### config.mk
export PLATFORM = sky130hd
export DESIGN_NAME = bram_stream_reader
export DESIGN_NICKNAME = d
export VERILOG_FILES = /design/src/rtl/bram_stream_pkg.sv /design/src/rtl/fifo_2deep.sv /design/src/rtl/bram_stream_reader.sv
export SDC_FILE = /design/constraint.sdc
export NUM_CORES = 1
export LEC_CHECK = 0
export ABC_AREA = 1
export BUFFER_PORTS_ARGS = -buffer_cell sky130_fd_sc_hd__buf_2
export CAP_MARGIN = 10
export CORE_MARGIN = 2
export CORE_UTILIZATION = 25
export CTS_CLUSTER_DIAMETER = 200
export CTS_CLUSTER_SIZE = 30
export DETAILED_ROUTE_END_ITERATION = 8
export RECOVER_POWER = 100
export REMOVE_ABC_BUFFERS = 1
export SLEW_MARGIN = 20
export SYNTH_ARGS = -nofsm -noshare
export SYNTH_HDL_FRONTEND = slang
export SYNTH_SLANG_ARGS = --single-unit
### constraint.sdc
create_clock -name clk -period 2 [get_ports clk]
set_input_delay 0 -clock clk [delete_from_list [all_inputs] [get_ports clk]]
set_output_delay 0 -clock clk [all_outputs]
set_load 0.01 [all_outputs]
### src/rtl/bram_stream_pkg.sv
// Shared types and constants for the BRAM-to-stream reader.
package bram_stream_pkg;

    typedef enum logic [1:0] {
        IDLE  = 2'd0,
        READ  = 2'd1,
        DRAIN = 2'd2
    } state_t;

    localparam int BUF_DEPTH = 2;
    localparam int CNTW      = $clog2(BUF_DEPTH + 1);

endpackage

### src/rtl/fifo_2deep.sv
// Two-entry first-word-fall-through buffer; dout shows the oldest entry whenever count != 0.
module fifo_2deep
    import bram_stream_pkg::*;
#(
    parameter int W = 9
) (
    input  logic            clk,
    input  logic            rst,
    input  logic            push,
    input  logic [W-1:0]    din,
    input  logic            pop,
    output logic [W-1:0]    dout,
    output logic [CNTW-1:0] count
);

    localparam int PW = (BUF_DEPTH > 1) ? $clog2(BUF_DEPTH) : 1;

    logic [W-1:0]    mem_q [BUF_DEPTH];
    logic [PW-1:0]   rd_ptr_q, rd_ptr_d;
    logic [PW-1:0]   wr_ptr_q, wr_ptr_d;
    logic [CNTW-1:0] count_q, count_d;
    logic            do_push;
    logic            do_pop;

    assign do_pop  = pop && (count_q != '0);
    assign do_push = push && ((count_q < CNTW'(BUF_DEPTH)) || do_pop);

    genvar gi;
    generate
        for (gi = 0; gi < BUF_DEPTH; gi++) begin : g_entry
            always_ff @(posedge clk) begin
                if (rst) begin
                    mem_q[gi] <= '0;
                end else if (do_push && (wr_ptr_q == PW'(gi))) begin
                    mem_q[gi] <= din;
                end
            end
        end
    endgenerate

    always_comb begin
        rd_ptr_d = rd_ptr_q;
        wr_ptr_d = wr_ptr_q;
        count_d  = count_q;
        if (do_pop) begin
            rd_ptr_d = rd_ptr_q + PW'(1);
        end
        if (do_push) begin
            wr_ptr_d = wr_ptr_q + PW'(1);
        end
        if (do_push && !do_pop) begin
            count_d = count_q + CNTW'(1);
        end else if (!do_push && do_pop) begin
            count_d = count_q - CNTW'(1);
        end
    end

    always_ff @(posedge clk) begin
        if (rst) begin
            rd_ptr_q <= '0;
            wr_ptr_q <= '0;
            count_q  <= '0;
        end else begin
            rd_ptr_q <= rd_ptr_d;
            wr_ptr_q <= wr_ptr_d;
            count_q  <= count_d;
        end
    end

    assign dout  = mem_q[rd_ptr_q];
    assign count = count_q;

endmodule

### src/rtl/bram_stream_reader.sv
// Streams a contiguous, wrapping run of BRAM words out as valid/ready beats with a last flag.
module bram_stream_reader
    import bram_stream_pkg::*;
#(
    parameter  int WIDTH = 8,
    parameter  int DEPTH = 256,
    localparam int ADDRW = $clog2(DEPTH),
    localparam int LENW  = ADDRW + 1
) (
    input  logic             clk,
    input  logic             rst,
    input  logic             start,
    input  logic [ADDRW-1:0] base,
    input  logic [LENW-1:0]  len,
    output logic             busy,
    output logic             done,
    output logic [ADDRW-1:0] addr_read,
    input  logic [WIDTH-1:0] data_in,
    output logic [WIDTH-1:0] m_data,
    output logic             m_valid,
    input  logic             m_ready,
    output logic             m_last
);

    state_t           state_q, state_d;
    logic [ADDRW-1:0] addr_q, addr_d;
    logic [LENW-1:0]  rem_q, rem_d;
    logic             inflight_q;
    logic             inflight_last_q;
    logic             done_q, done_d;

    logic [LENW-1:0]  len_clamped;
    logic [ADDRW-1:0] addr_next;
    logic [CNTW-1:0]  occ;
    logic [WIDTH:0]   buf_dout;
    logic [2:0]       credit_used;
    logic             pop;
    logic             issue;
    logic             issue_last;
    logic             start_ok;

    assign len_clamped = (len > LENW'(DEPTH)) ? LENW'(DEPTH) : len;
    assign addr_next   = (addr_q == ADDRW'(DEPTH - 1)) ? '0 : addr_q + ADDRW'(1);
    assign pop         = m_valid && m_ready;
    assign start_ok    = start && (state_q == IDLE);

    // Buffered words plus the one still in the BRAM pipe must fit once this cycle's pop leaves.
    assign credit_used = 3'(occ) + 3'(inflight_q);
    assign issue       = (state_q == READ) && (credit_used < (3'(BUF_DEPTH) + 3'(pop)));
    assign issue_last  = issue && (rem_q == LENW'(1));

    always_comb begin
        state_d = state_q;
        addr_d  = addr_q;
        rem_d   = rem_q;
        done_d  = 1'b0;
        case (state_q)
            IDLE: begin
                if (start_ok) begin
                    if (len_clamped == '0) begin
                        done_d = 1'b1;
                    end else begin
                        state_d = READ;
                        addr_d  = base;
                        rem_d   = len_clamped;
                    end
                end
            end
            READ: begin
                if (issue) begin
                    addr_d = addr_next;
                    rem_d  = rem_q - LENW'(1);
                    if (issue_last) begin
                        state_d = DRAIN;
                    end
                end
            end
            DRAIN: begin
                if (pop && m_last) begin
                    state_d = IDLE;
                    done_d  = 1'b1;
                end
            end
            default: begin
                state_d = IDLE;
            end
        endcase
    end

    always_ff @(posedge clk) begin
        if (rst) begin
            state_q         <= IDLE;
            addr_q          <= '0;
            rem_q           <= '0;
            inflight_q      <= 1'b0;
            inflight_last_q <= 1'b0;
            done_q          <= 1'b0;
        end else begin
            state_q         <= state_d;
            addr_q          <= addr_d;
            rem_q           <= rem_d;
            inflight_q      <= issue;
            inflight_last_q <= issue_last;
            done_q          <= done_d;
        end
    end

    fifo_2deep #(
        .W (WIDTH + 1)
    ) u_buf (
        .clk   (clk),
        .rst   (rst),
        .push  (inflight_q),
        .din   ({inflight_last_q, data_in}),
        .pop   (pop),
        .dout  (buf_dout),
        .count (occ)
    );

    assign addr_read = addr_q;
    assign busy      = (state_q != IDLE);
    assign done      = done_q;
    assign m_valid   = (occ != '0);
    assign m_data    = buf_dout[WIDTH-1:0];
    assign m_last    = m_valid && buf_dout[WIDTH];

endmodule

Yosys cells after proc, flatten, opt, wreduce, memory -nomap -nowiden
Memories as Yosys holds them, arrays and structs flattened. A register that Yosys moved wholly into a read port is not among the register bits.
Cells that the tools add are included.
Word-level totals
  input port bits: 29
  logic and storage cells: 90
  memory bits (writable): 18
  output and inout port bits: 20
  flip-flop bits (word level): 26
  memories: 1
Cells by class
  multiplexer cells: 34
  magnitude comparators: 3
  bitwise operators: 3
  reduce and logical (&&, ||, !) cells: 23
  $add $sub $neg: 8
  equal/unequal tests: 9
Memory list
  u_buf.mem_q: words 2, width 9, rd ports 1, clocked after Yosys merged registers in 1, write ports 2, line fifo_2deep.sv:18  | logic [W-1:0] mem_q [BUF_DEPTH];
Operators with widths (number)
  2-to-1 mux 9 bit: 6
  2-to-1 mux 8 bit: 4
  one-hot mux 9 bit (2 select lines): 1
  one-hot mux 8 bit (2 select lines): 1
  2-to-1 mux 2 bit: 7
  2-to-1 mux 1 bit: 13
  logical AND 1 bit: 12
  != test 2 bit, second input constant: 5
  equality test 9 x 1 -> 1 bit, second input constant: 1
  greater-than comparator 9 bit, second input constant: 1
  logical NOT 9 bit: 1
  subtractor 9 x 1 -> 9 bit, second input constant: 1
  adder 8 x 1 -> 8 bit, second input constant: 1
  equality test 8 bit, second input constant: 1
  nonzero test 2 bit: 4
  one-hot mux 2 bit (3 select lines): 1
  AND reduction 5 bit: 1
  AND reduction 4 bit: 1
  adder 2 x 1 -> 3 bit: 1
  adder 2 x 1 -> 3 bit, first input constant: 1
  < comparator 3 bit: 1
  adder 1 bit, second input constant: 2
  adder 2 x 1 -> 2 bit, second input constant: 1
  equality test 2 x 1 -> 1 bit, second input constant: 1
  9 further kinds: 11

Longest topological paths before layout
  depth after elaboration: 10
  gate-level depth with buffers: 11
  depth with buffers taken out: 11

By module
From an unflattened synthesis, not the netlist that was laid out.
Unflattened totals
  cells, all modules: 350
  area total of the unflattened synthesis: 2686.3 um^2
By module, submodules not included
  bram_stream_reader: sequential area each 440.4 um^2, area an instance 1652.8 um^2, cells each 259, instances 1
  fifo_2deep: sequential area each 640.6 um^2, area an instance 1033.5 um^2, cells each 91, instances 1

Worst setup path after synthesis
No wires, ideal clock.
  path kind: register to register
  start: reg u_buf.count_q[1] (netlist: u_buf.count[1])
  end: mem u_buf.mem_q[1][0], enable pin
  setup time: 0.390 ns
  cell stages (with the launch flop): 4
  path buffers: 0
  arrival time: 1.328 ns
  clock period less this slack: 1.718 ns
  slack: 0.282 ns
  data required time: 1.610 ns
  cell sequence: dfxtp_1 -> inv_1 -> o21ai_0 -> o21ai_0
RTL lines
  start: declaration: line fifo_2deep.sv:21  | logic [CNTW-1:0] count_q, count_d;
  start signal: assignment: line fifo_2deep.sv:66  | count_q <= count_d;
  end: declaration: line fifo_2deep.sv:18

Worst setup path in the final report
  start: reg u_buf.count_q[1] (netlist: u_buf.count[1])
  end: reg u_buf.count_q[1] (netlist: u_buf.count[1])
Between the ends
  word-level cells in the longest chain between the ends: 8
  elaborated cells on any way between the ends: 15
  those cells by class: add/sub: 2; order compare: 1; mux: 2; reduce/logical: 10
Ends and longest elaborated chain
  nonzero test 2 bit: line fifo_2deep.sv:25, bram_stream_reader.sv:123
  logical AND 1 bit: line bram_stream_reader.sv:44  | assign pop = m_valid && m_ready;
  logical AND 1 bit: line fifo_2deep.sv:25  | assign do_pop = pop && (count_q != '0);
  logical OR 1 bit (*): line fifo_2deep.sv:26  | assign do_push = push && ((count_q < CNTW'(BUF_DEPTH)) || do_pop);
  logical AND 1 bit (*): line fifo_2deep.sv:26
  net u_buf.do_push: line fifo_2deep.sv:22  | logic do_push;
  logical NOT 1 bit: line fifo_2deep.sv:53  | end else if (!do_push && do_pop) begin
  logical AND 1 bit: line fifo_2deep.sv:53
  nonzero test 2 bit (no source line)
Mark *: on every way through the listed nets, which the timed path passes. The rest lies on a longest branch. The select of a mux whose other input is x is not followed.
A chain may end at the register's enable or synchronous reset.

==> results.md <==
- Synthesized cell area: roughly 2600 um2
- Max-slew violations: 0
- TritonCTS clock tree: yes
- RSZ-0062 raised after global routing: false
- Via count: 2411
- Avg Vias per Cell: roughly 4.3
- Skew final: between 0.006 and 0.007 ns
- Total Wirelength: between 6000 and 7000 um
- Critical path type: reg2reg
- Hold Startpoint: data_in[5]
- Routed WL per cell: about 11 um
- Core area: just over 10000 um2
- Worst path cell trace: inv_1 > o21ai_0 > inv_1 > ha_1 > a21oi_1 > o21ai_0 > o21ai_0 > a21oi_1
- First drt pass iteration count: 4
- Port Buffers: 48
- Crit path DAT: 2.02 ns
- Starting Density: 25.6%
- Dominant cell type by area after synthesis: dfxtp_1
- Die X: 106 um
- Post-DRT Antenna Nets: 0
- Post-route clock period utilization: 91.6%
- Hold Crit Depth: 3
- Max cap viols: 0
- RR Endpoint: u_buf.count[1]
- Syn avg cell area: 6.95 um2
- Die height: approximately 110 um
- Commonest non-fill, non-tap cell in the layout: nand2_1
- Number of global-route vias before repair: 2225
- HPWL after DPL: around 4500 um
- Yosys top cell area share: between 20% and 30%
- Antenna cells: 0
- Fmax: ~0.55 GHz
- CTS H-tree depth: 2
- Seq cells post-synth: 45
- Max_slew headroom: 43.2%
- Hold Path Class: in2reg
- Worst R2R Setup Slack: between 0.15 and 0.2 ns
- Layout cell share with drive strength beyond 1: between 10% and 20%
- Final min period: between 1.5 and 2 ns
- Top cells by area, synth: dfxtp_1 21%, edfxtp_1 21%, nand2_1 16%
- CTS sink count: 45
- Later-pin clock latency in the skew report: ~0.3 ns
- Total Routing Usage GR: between 10% and 20%
- Hold slack final: approximately 0.0078 ns
- DRC errors left: 0
- Ys async rst share: 0%
- LEAKAGE: between 1 and 1.5 nW
- Seq/Total Area, Yosys: 41.2%
- Finished Core Util: about 30%
- Total global routing overflow: 0
- Worst slew pin tran: between 0.8 and 0.9 ns
- Hold EP: u_buf.mem_q[0][5]
- CP max FO: 4
- Tot Pwr: 3.31 mW
- Layout area overhead: 17.2%
- Largest net degree at the start of global routing: 32
- Cts bufs inserted: 5
- CP most frequent cell: o21ai_0
- P per Cell Area: around 1100 nW/um2
- Fin Setup TNS: 0 ns
- Ys flop type: dfxtp_1
- Peak supply drop: ~0.00046 V
- Post-synth EDFFs: 18
- Worst path buffer plus inverter count: 2
- Synth cell types: 27
- Row count: 37
- DIE AREA: 11300 um2
- Post-Syn Instances: 377
- Clock root buffer: clkbuf_8
- Final setup vio count: 0
- Clock buffer depth: 2
- First-pass GRT wire length: between 10000 and 15000 um
- Ys Warns: 0
- 1st-iter DRT viols: 99
- CP Launch Type: flip-flop
- CP max stage cell: dfxtp_1
- Critical path data required time: 2.19 ns
- Reg2reg path depth: 8
- Largest stage delay, worst path: ~0.34 ns
- RD Place Congestion: 0.811
- Worst Setup End Kind: flip-flop
- Final Hold Violating Endpoints: 0
- Worst r2r src: u_buf.count[1]
- Final net count: between 400 and 500
- Clk pin slew, worst setup/hold paths: around 0.09 ns
- Crit path max-delay family: compound AO/OA/AOI/OAI gates
- I/O pin count: 49
- Commonest non-fill, non-tap cells in the layout: 111 x nand2_1, 65 x nor2_1, 53 x inv_1
- Initial antenna violation count: 0
- Run status: complete, no violations
cell type report:
cell class,instances,area (um2)
Inverter,57,216
Multi-Input combinational cell,266,1230
Clock buffer,6,72.6
Clock inverter,2,38.8
Timing Repair Buffer,55,260
Sequential cell,45,1080
Tap cell,136,170
Fill cell,1160,7160
worst max path at each step:
| stage | start | endpoint | slack, ns | cells past startpoint |
|---|---|---|---|---|
| 6_report | u_buf.count[1] | u_buf.count[1] | 0.17 | 8 |
| 5_1_grt | u_buf.count[0] | addr_read[7] | 0.04 | 9 |
| 4_1_cts | u_buf.count[1] | u_buf.count[1] | 0.19 | 8 |
| 3_5_place_dp | u_buf.count[1] | u_buf.count[1] | 0.20 | 8 |
| 3_3_place_gp | u_buf.count[0] | u_buf.count[1] | 0.31 | 10 |
| 2_1_floorplan | u_buf.count[1] | u_buf.mem_q[1][0] | 0.28 | 3 |
routing by layer:
metal	vias up	wire length, um	track usage [%]
met5	-	0	0
met4	0	71	3.20
met3	8	276	2.64
met2	49	3020	19.8
met1	1077	2790	12.8
li1	1277	-	-
report_power, final:
group	switching [mW]	internal, mW	leakage [nW]	total, mW
registers	0.127	1.14	0.410	1.26
logic	0.903	0.444	1.02	1.35
clock network	0.322	0.376	0.0554	0.698
logic make-up (layout without fill, tap and decap cells):
group | Yosys count | in the layout | share of synthesized area (%)
AO/OA/AOI/OAI | 35 | 35 | 6.92
XOR/XNOR | 4 | 4 | 1.34
adder cells (fa/ha/maj) | 6 | 6 | 2.86
buffers and inverters | 66 | 120 | 11.2
flip-flops | 45 | 45 | 41.2
AND/OR/NAND/NOR | 221 | 221 | 36.5
timing repair:
action	in CTS	in global routing
setup endpoints to repair	0	1
hold buffers	2	0
gates resized for setup	0	1
setup buffers	0	0
endpoints found under the hold margin	7	0
worst min-delay path, cell delays in order:
cell and delay [ns]:
buf_2 0.07, inv_1 0.04, nor2_1 0.09
flip-flops by register name, summed over array words and instances (netlist names), named ones only:
register         cells
u_buf.wr_ptr_q       1
addr_read            8
inflight_q           1
done                 1
inflight_last_q      1
u_buf.mem_q         18
u_buf.rd_ptr_q       1
u_buf.count          2
rem_q                9
state_q              2
metrics by stage:
stage,std cells,instance area (um2),setup slack [ns]
finish,567,3070,0.168
global route,567,3070,0.0413
global placement,557,2990,0.313
detailed placement,557,2990,0.198
floorplan,368,2540,0.282
CTS,567,3120,0.192
Yosys cell counts (2+ instances only):
master    number
a21oi_1       12
buf_2          4
buf_6          5
dfxtp_1       27
edfxtp_1      18
ha_1           6
inv_1         52
inv_2          4
nand2_1      109
nand2_2        2
nand2_4        3
nand3_1       23
nand3_2        2
nand4_1        5
nor2_1        65
nor2_2         2
nor2_4         2
nor3_1         5
o21ai_0       20
xor2_1         4
(Power assumes the default switching activity.)
